`src/rtl/ip_codma_mem_arbiter.sv`:
```
// Two-master to one-slave memory arbiter with address/data phase tracking and a data-phase watchdog.
// Optional round-robin arbitration of simultaneous requests: define CODMA_ARB_ROUND_ROBIN_EN.
module ip_codma_mem_arbiter #(
  parameter int unsigned TIMEOUT_CYCLES = 256
) (
  input  logic        clock,
  input  logic        reset,
  input  logic        m0_read,
  input  logic        m0_write,
  input  logic [31:0] m0_addr,
  input  logic [3:0]  m0_size,
  input  logic [63:0] m0_write_data,
  input  logic        m0_write_valid,
  output logic        m0_grant,
  output logic [63:0] m0_read_data,
  output logic        m0_read_valid,
  output logic        m0_error,
  input  logic        m1_read,
  input  logic        m1_write,
  input  logic [31:0] m1_addr,
  input  logic [3:0]  m1_size,
  input  logic [63:0] m1_write_data,
  input  logic        m1_write_valid,
  output logic        m1_grant,
  output logic [63:0] m1_read_data,
  output logic        m1_read_valid,
  output logic        m1_error,
  output logic        s_read,
  output logic        s_write,
  output logic [31:0] s_addr,
  output logic [3:0]  s_size,
  output logic [63:0] s_write_data,
  output logic        s_write_valid,
  input  logic        s_grant,
  input  logic [63:0] s_read_data,
  input  logic        s_read_valid,
  input  logic        s_error,
  output logic [1:0]  arb_owner
);

  localparam int unsigned WdW = $clog2(TIMEOUT_CYCLES + 1);

  typedef enum logic [1:0] {StIdle, StAddr, StData} state_e;

  state_e           state_q;
  logic             owner_q;
  logic             dir_write_q;
  logic [2:0]       beats_q;
  logic [WdW-1:0]   wd_q;
`ifdef CODMA_ARB_ROUND_ROBIN_EN
  logic             last_owner_q;
`endif

  logic        own_read, own_write, own_req, own_wvalid;
  logic [31:0] own_addr;
  logic [3:0]  own_size;
  logic [63:0] own_wdata;
  logic        pick;
  logic        beat_evt, last_beat, timeout;
  logic        grant_o, rvalid_o, error_o;

  assign own_read   = owner_q ? m1_read        : m0_read;
  assign own_write  = owner_q ? m1_write       : m0_write;
  assign own_addr   = owner_q ? m1_addr        : m0_addr;
  assign own_size   = owner_q ? m1_size        : m0_size;
  assign own_wdata  = owner_q ? m1_write_data  : m0_write_data;
  assign own_wvalid = owner_q ? m1_write_valid : m0_write_valid;
  assign own_req    = own_read | own_write;

`ifdef CODMA_ARB_ROUND_ROBIN_EN
  assign pick = (m0_read | m0_write) & (m1_read | m1_write) ? ~last_owner_q
                                                            : ~(m0_read | m0_write);
`else
  assign pick = ~(m0_read | m0_write);
`endif

  assign beat_evt  = dir_write_q ? own_wvalid : s_read_valid;
  assign last_beat = beat_evt && (beats_q == 3'd1);
  assign timeout   = (wd_q == WdW'(TIMEOUT_CYCLES));

  assign m0_read_data = s_read_data;
  assign m1_read_data = s_read_data;

  function automatic logic [2:0] size_to_beats(input logic [3:0] size);
    case (size)
      4'd1:    return 3'd2;
      4'd2:    return 3'd4;
      default: return 3'd1;
    endcase
  endfunction

  always_comb begin
    s_read        = 1'b0;
    s_write       = 1'b0;
    s_addr        = '0;
    s_size        = '0;
    s_write_data  = '0;
    s_write_valid = 1'b0;
    grant_o       = 1'b0;
    rvalid_o      = 1'b0;
    error_o       = 1'b0;
    arb_owner     = '0;
    if (!reset) begin
      arb_owner = {state_q != StIdle, owner_q};
      case (state_q)
        StAddr: begin
          // Read wins when a master raises both directions.
          s_read  = own_read;
          s_write = own_write & ~own_read;
          s_addr  = own_addr;
          s_size  = own_size;
          grant_o = s_grant & own_req;
        end
        StData: begin
          s_write_data  = own_wdata;
          s_write_valid = dir_write_q & own_wvalid;
          rvalid_o      = ~dir_write_q & s_read_valid;
          error_o       = s_error | timeout;
        end
        default: ;
      endcase
    end
  end

  assign m0_grant      = grant_o  & ~owner_q;
  assign m1_grant      = grant_o  &  owner_q;
  assign m0_read_valid = rvalid_o & ~owner_q;
  assign m1_read_valid = rvalid_o &  owner_q;
  assign m0_error      = error_o  & ~owner_q;
  assign m1_error      = error_o  &  owner_q;

  always_ff @(posedge clock) begin
    if (reset) begin
      state_q      <= StIdle;
      owner_q      <= 1'b0;
      dir_write_q  <= 1'b0;
      beats_q      <= '0;
      wd_q         <= '0;
`ifdef CODMA_ARB_ROUND_ROBIN_EN
      last_owner_q <= 1'b1;
`endif
    end else begin
      case (state_q)
        StIdle: begin
          if (m0_read | m0_write | m1_read | m1_write) begin
            owner_q <= pick;
            state_q <= StAddr;
          end
        end
        StAddr: begin
          if (!own_req) begin
            owner_q <= 1'b0;
            state_q <= StIdle;
          end else if (s_grant) begin
            dir_write_q  <= ~own_read;
            beats_q      <= size_to_beats(own_size);
            wd_q         <= '0;
`ifdef CODMA_ARB_ROUND_ROBIN_EN
            last_owner_q <= owner_q;
`endif
            state_q      <= StData;
          end
        end
        StData: begin
          wd_q <= wd_q + WdW'(1);
          if (s_error || timeout || last_beat) begin
            owner_q <= 1'b0;
            state_q <= StIdle;
          end else if (beat_evt) begin
            beats_q <= beats_q - 3'd1;
          end
        end
        default: state_q <= StIdle;
      endcase
    end
  end

endmodule

```
`config.mk`:
```
export PLATFORM = sky130hd
export DESIGN_NAME = ip_codma_mem_arbiter
export DESIGN_NICKNAME = d
export VERILOG_FILES = /design/src/rtl/ip_codma_mem_arbiter.sv
export SDC_FILE = /design/constraint.sdc
export NUM_CORES = 1
export LEC_CHECK = 0
export ABC_AREA = 1
export CAP_MARGIN = 0
export CORE_AREA = 2 2 202 204
export DETAILED_ROUTE_END_ITERATION = 8
export DIE_AREA = 0 0 204 206
export PLACE_DENSITY = 0.47
export SETUP_SLACK_MARGIN = 0.15
export SLEW_MARGIN = 0
export SYNTH_ARGS = -nofsm -noshare
export SYNTH_HDL_FRONTEND = slang
export SYNTH_SLANG_ARGS = --single-unit
```
`constraint.sdc`:
```
create_clock -name clock -period 2.1 [get_ports clock]
set_input_delay 0.42 -clock clock [delete_from_list [all_inputs] [get_ports clock]]
set_output_delay 0.42 -clock clock [all_outputs]
set_load 0.03 [all_outputs]
```
==> results.toml <==
[cts]
cts_buffers = 3
htreeDepth = 1
cts_root_buffer = "clkbuf_16"
ctsHoldBuffers = 0
clock_path_buffers = 2
numClockSinks = 16
cts_tree = "yes"
clk_pin_slew_ns = 0.05
clk_latency_ns = 0.25

[die]
core_region_area_sq_mm = 0.04018
fp.dieH_um = 206
start_util_pct = 8.961
pin_count = 514
die_w_um = 204
fp-row-count = 74
die_area_sq_mm = 0.04202

[power_and_ir_drop]
leakagePower_nw = 3.353
irDropWorstVdd_v = 0.0003058
power_density_mw_per_mm2 = 431.9

[sta]
rsz0062_at_grt = "yes"
whs_ns = 0.4859
final-hold-violation-count = 0
skew_ns = 0.006636
worstMarginPinSlew_ns = 0.3398
setup_ws_ns = -0.04279
setup_viol = 39
min_period_ns = 2.143
slew_headroom_pct = 77.14
finalCritPeriodShare_pct = 102.0
fin_setup_tns_ns = -0.7812
slew_violations = 0
fmax_ghz = 0.4667

[synthesis]
synthCells = 667
synth_seq_area_share_pct = 8.895
synth_nets = 949
netlist_area_sq_mm = 0.003601
synth_edf_count = 0
yosysWarnings = 0
yosys.cell_types.count = 29
synthTopCellsByCount = "nor2_1 (235), buf_4 (128), nand2_1 (68), o21ai_0 (65), nor3_1 (34)"
synth.avg_cell_area_sq_um = 5.399
synthFlopType = "dfxtp_1"
synth_area_leaders = "buf_4 (27%), nor2_1 (24%), o21ai_0 (9.0%)"
synth.most_common_cell = "nor2_1"
async_flop_share_pct = 0
yosys.area.top_type = "buf_4"
yosys_register_bits = 16
yosysTopAreaCellShare_pct = 26.69

[place]
dpl_cell_area_sq_mm = 0.006879
place.gp.congestion = 0.7911
place_worst_setup_slack_ns = -0.2665
io_buffers = 321
dp_hpwl_um = 15490

[flow_run]
drv_cap = 0

[final_layout]
nFillCells = 4459
area_growth_pct = 138.4
final_nets = 1186
drive_gt1_share_pct = 39.65
final_cell_area_sq_mm = 0.008584

[grt]
grt_pass1_wl_um = 27950
antenna_found_initial = 2
overflow = 0
grt_pass1_vias = 4933
grt_usage_pct = 8.693
grt_max_degree = 53

[hold_path]
hp-class = "reg -> reg"
min_delay_path_depth = 2

[routing]
routed_wl_um = 21400
viasPerCell = 3.518
drc = 0
drtIter0Drc = 202
dr_total_vias = 5055
wl_per_cell_um = 14.89
firstDrtPassIters = 4
antenna_left = 0

[worst_setup_path]
critical_path_class = "in -> out"
r2r-end = "owner_q"
path_max_fanout = 11
crit_end = "s_write_data[36]"
ff2ff_path_depth = 14
r2r-start = "owner_q"
rrSetupSlack_ns = 0.24
critPathLaunch = "reset"
worstPathRequired_ns = 1.68
crit_arrival_ns = 1.72
cp-start-kind = "primary input"
end_kind = "output port"

[run_status]
run_status = "complete, but fails checks"
violations = "negative setup slack"
[power breakdown]
part | internal, mW | total, mW | switching [mW]
clock | 0.290 | 0.420 | 0.130
combinational | 1.38 | 2.90 | 1.52
sequential | 0.337 | 0.384 | 0.0471
[worst min path at each step]
stage	startpoint	to
3_5_place_dp	wd_q[1]	wd_q[1]
6_report	wd_q[1]	wd_q[1]
4_1_cts	wd_q[1]	wd_q[1]
3_3_place_gp	beats_q[1]	beats_q[1]
2_1_floorplan	beats_q[1]	beats_q[1]
5_1_grt	wd_q[8]	wd_q[8]
[cell families (layout without fill, tap and decap cells)]
group,after synthesis,count (layout),synth area share (%)
AOI/OAI and AO/OA,86,86,12.30
xor gates and xnor gates,4,4,0.9731
adders and majority gates,7,7,2.432
buffers and inverters,193,429,34.71
DFF,16,16,8.895
other,0,2,0
and+or+nand+nor,361,361,40.69
[flip-flops by register name (all words and copies together), names as in the netlist]
signal,cells
state_q,2
dir_write_q,1
beats_q,3
owner_q,1
wd_q,9
[stage by stage]
step / power, mW / instances / utilization, %
after floorplan: 1.892 / 667 / -
after global routing: 3.938 / 1437 / 21.36
after detailed placement: 2.408 / 1387 / 17.12
after CTS: 3.244 / 1411 / 19.31
after global placement: 2.408 / 1387 / 17.12
final: 3.707 / 1437 / 21.36
[repair_timing]
item / 4_1_cts / 5_1_grt
pin swaps: 40 / 68
setup endpoints to repair: 110 / 107
gates cloned: 5 / 9
gates resized for setup: 198 / 116
buffers inserted: 15 / 15
[layer usage]
metal / routed length (um) / vias to the layer above / global-route usage [%]
li1: - / 2443 / -
met1: 8451 / 2287 / 9.718
met2: 10390 / 253 / 15.73
met3: 1690 / 70 / 1.971
met4: 826 / 2 / 3.649
met5: 48 / - / 0.8333
[layout make-up]
| cell class | instances | area, sq um | area share, % |
|---|---|---|---|
| sequential | 16 | 326.6 | 3.804 |
| multi-input combinational | 458 | 2803 | 32.65 |
| antenna | 2 | 5.005 | 0.05830 |
| tap | 532 | 665.6 | 7.754 |
| timing repair buffer | 397 | 4573 | 53.27 |
| clock buffer | 4 | 88.84 | 1.035 |
| inverter | 28 | 122.6 | 1.428 |
[cell usage in the layout (no fill, tap or decap), types with 12 or more instances in the layout]
| cell type | netlist | routed |
|---|---|---|
| dfxtp_1 | 16 | 13 |
| buf_4 | 128 | 49 |
| nor2_4 | 0 | 16 |
| clkbuf_16 | 0 | 12 |
| nand2_1 | 68 | 65 |
| clkdlybuf4s50_1 | 0 | 205 |
| o21ai_2 | 2 | 20 |
| nor2_1 | 235 | 153 |
| nor3_4 | 0 | 20 |
| buf_6 | 3 | 82 |
| inv_1 | 23 | 19 |
| o21ai_1 | 7 | 43 |
| nor3_2 | 2 | 14 |
| buf_12 | 0 | 36 |
| nor2_2 | 0 | 66 |
[critical path, cell delays in order]
cell           delay (ns)
dlygate4sd2_1        0.26
buf_4                0.15
nor2_4               0.13
buf_6                0.14
buf_12               0.13
clkbuf_16            0.16
o21ai_1              0.08
nor2_2               0.11
buf_6                0.14
Note: power is estimated with default switching activity, not from simulation.
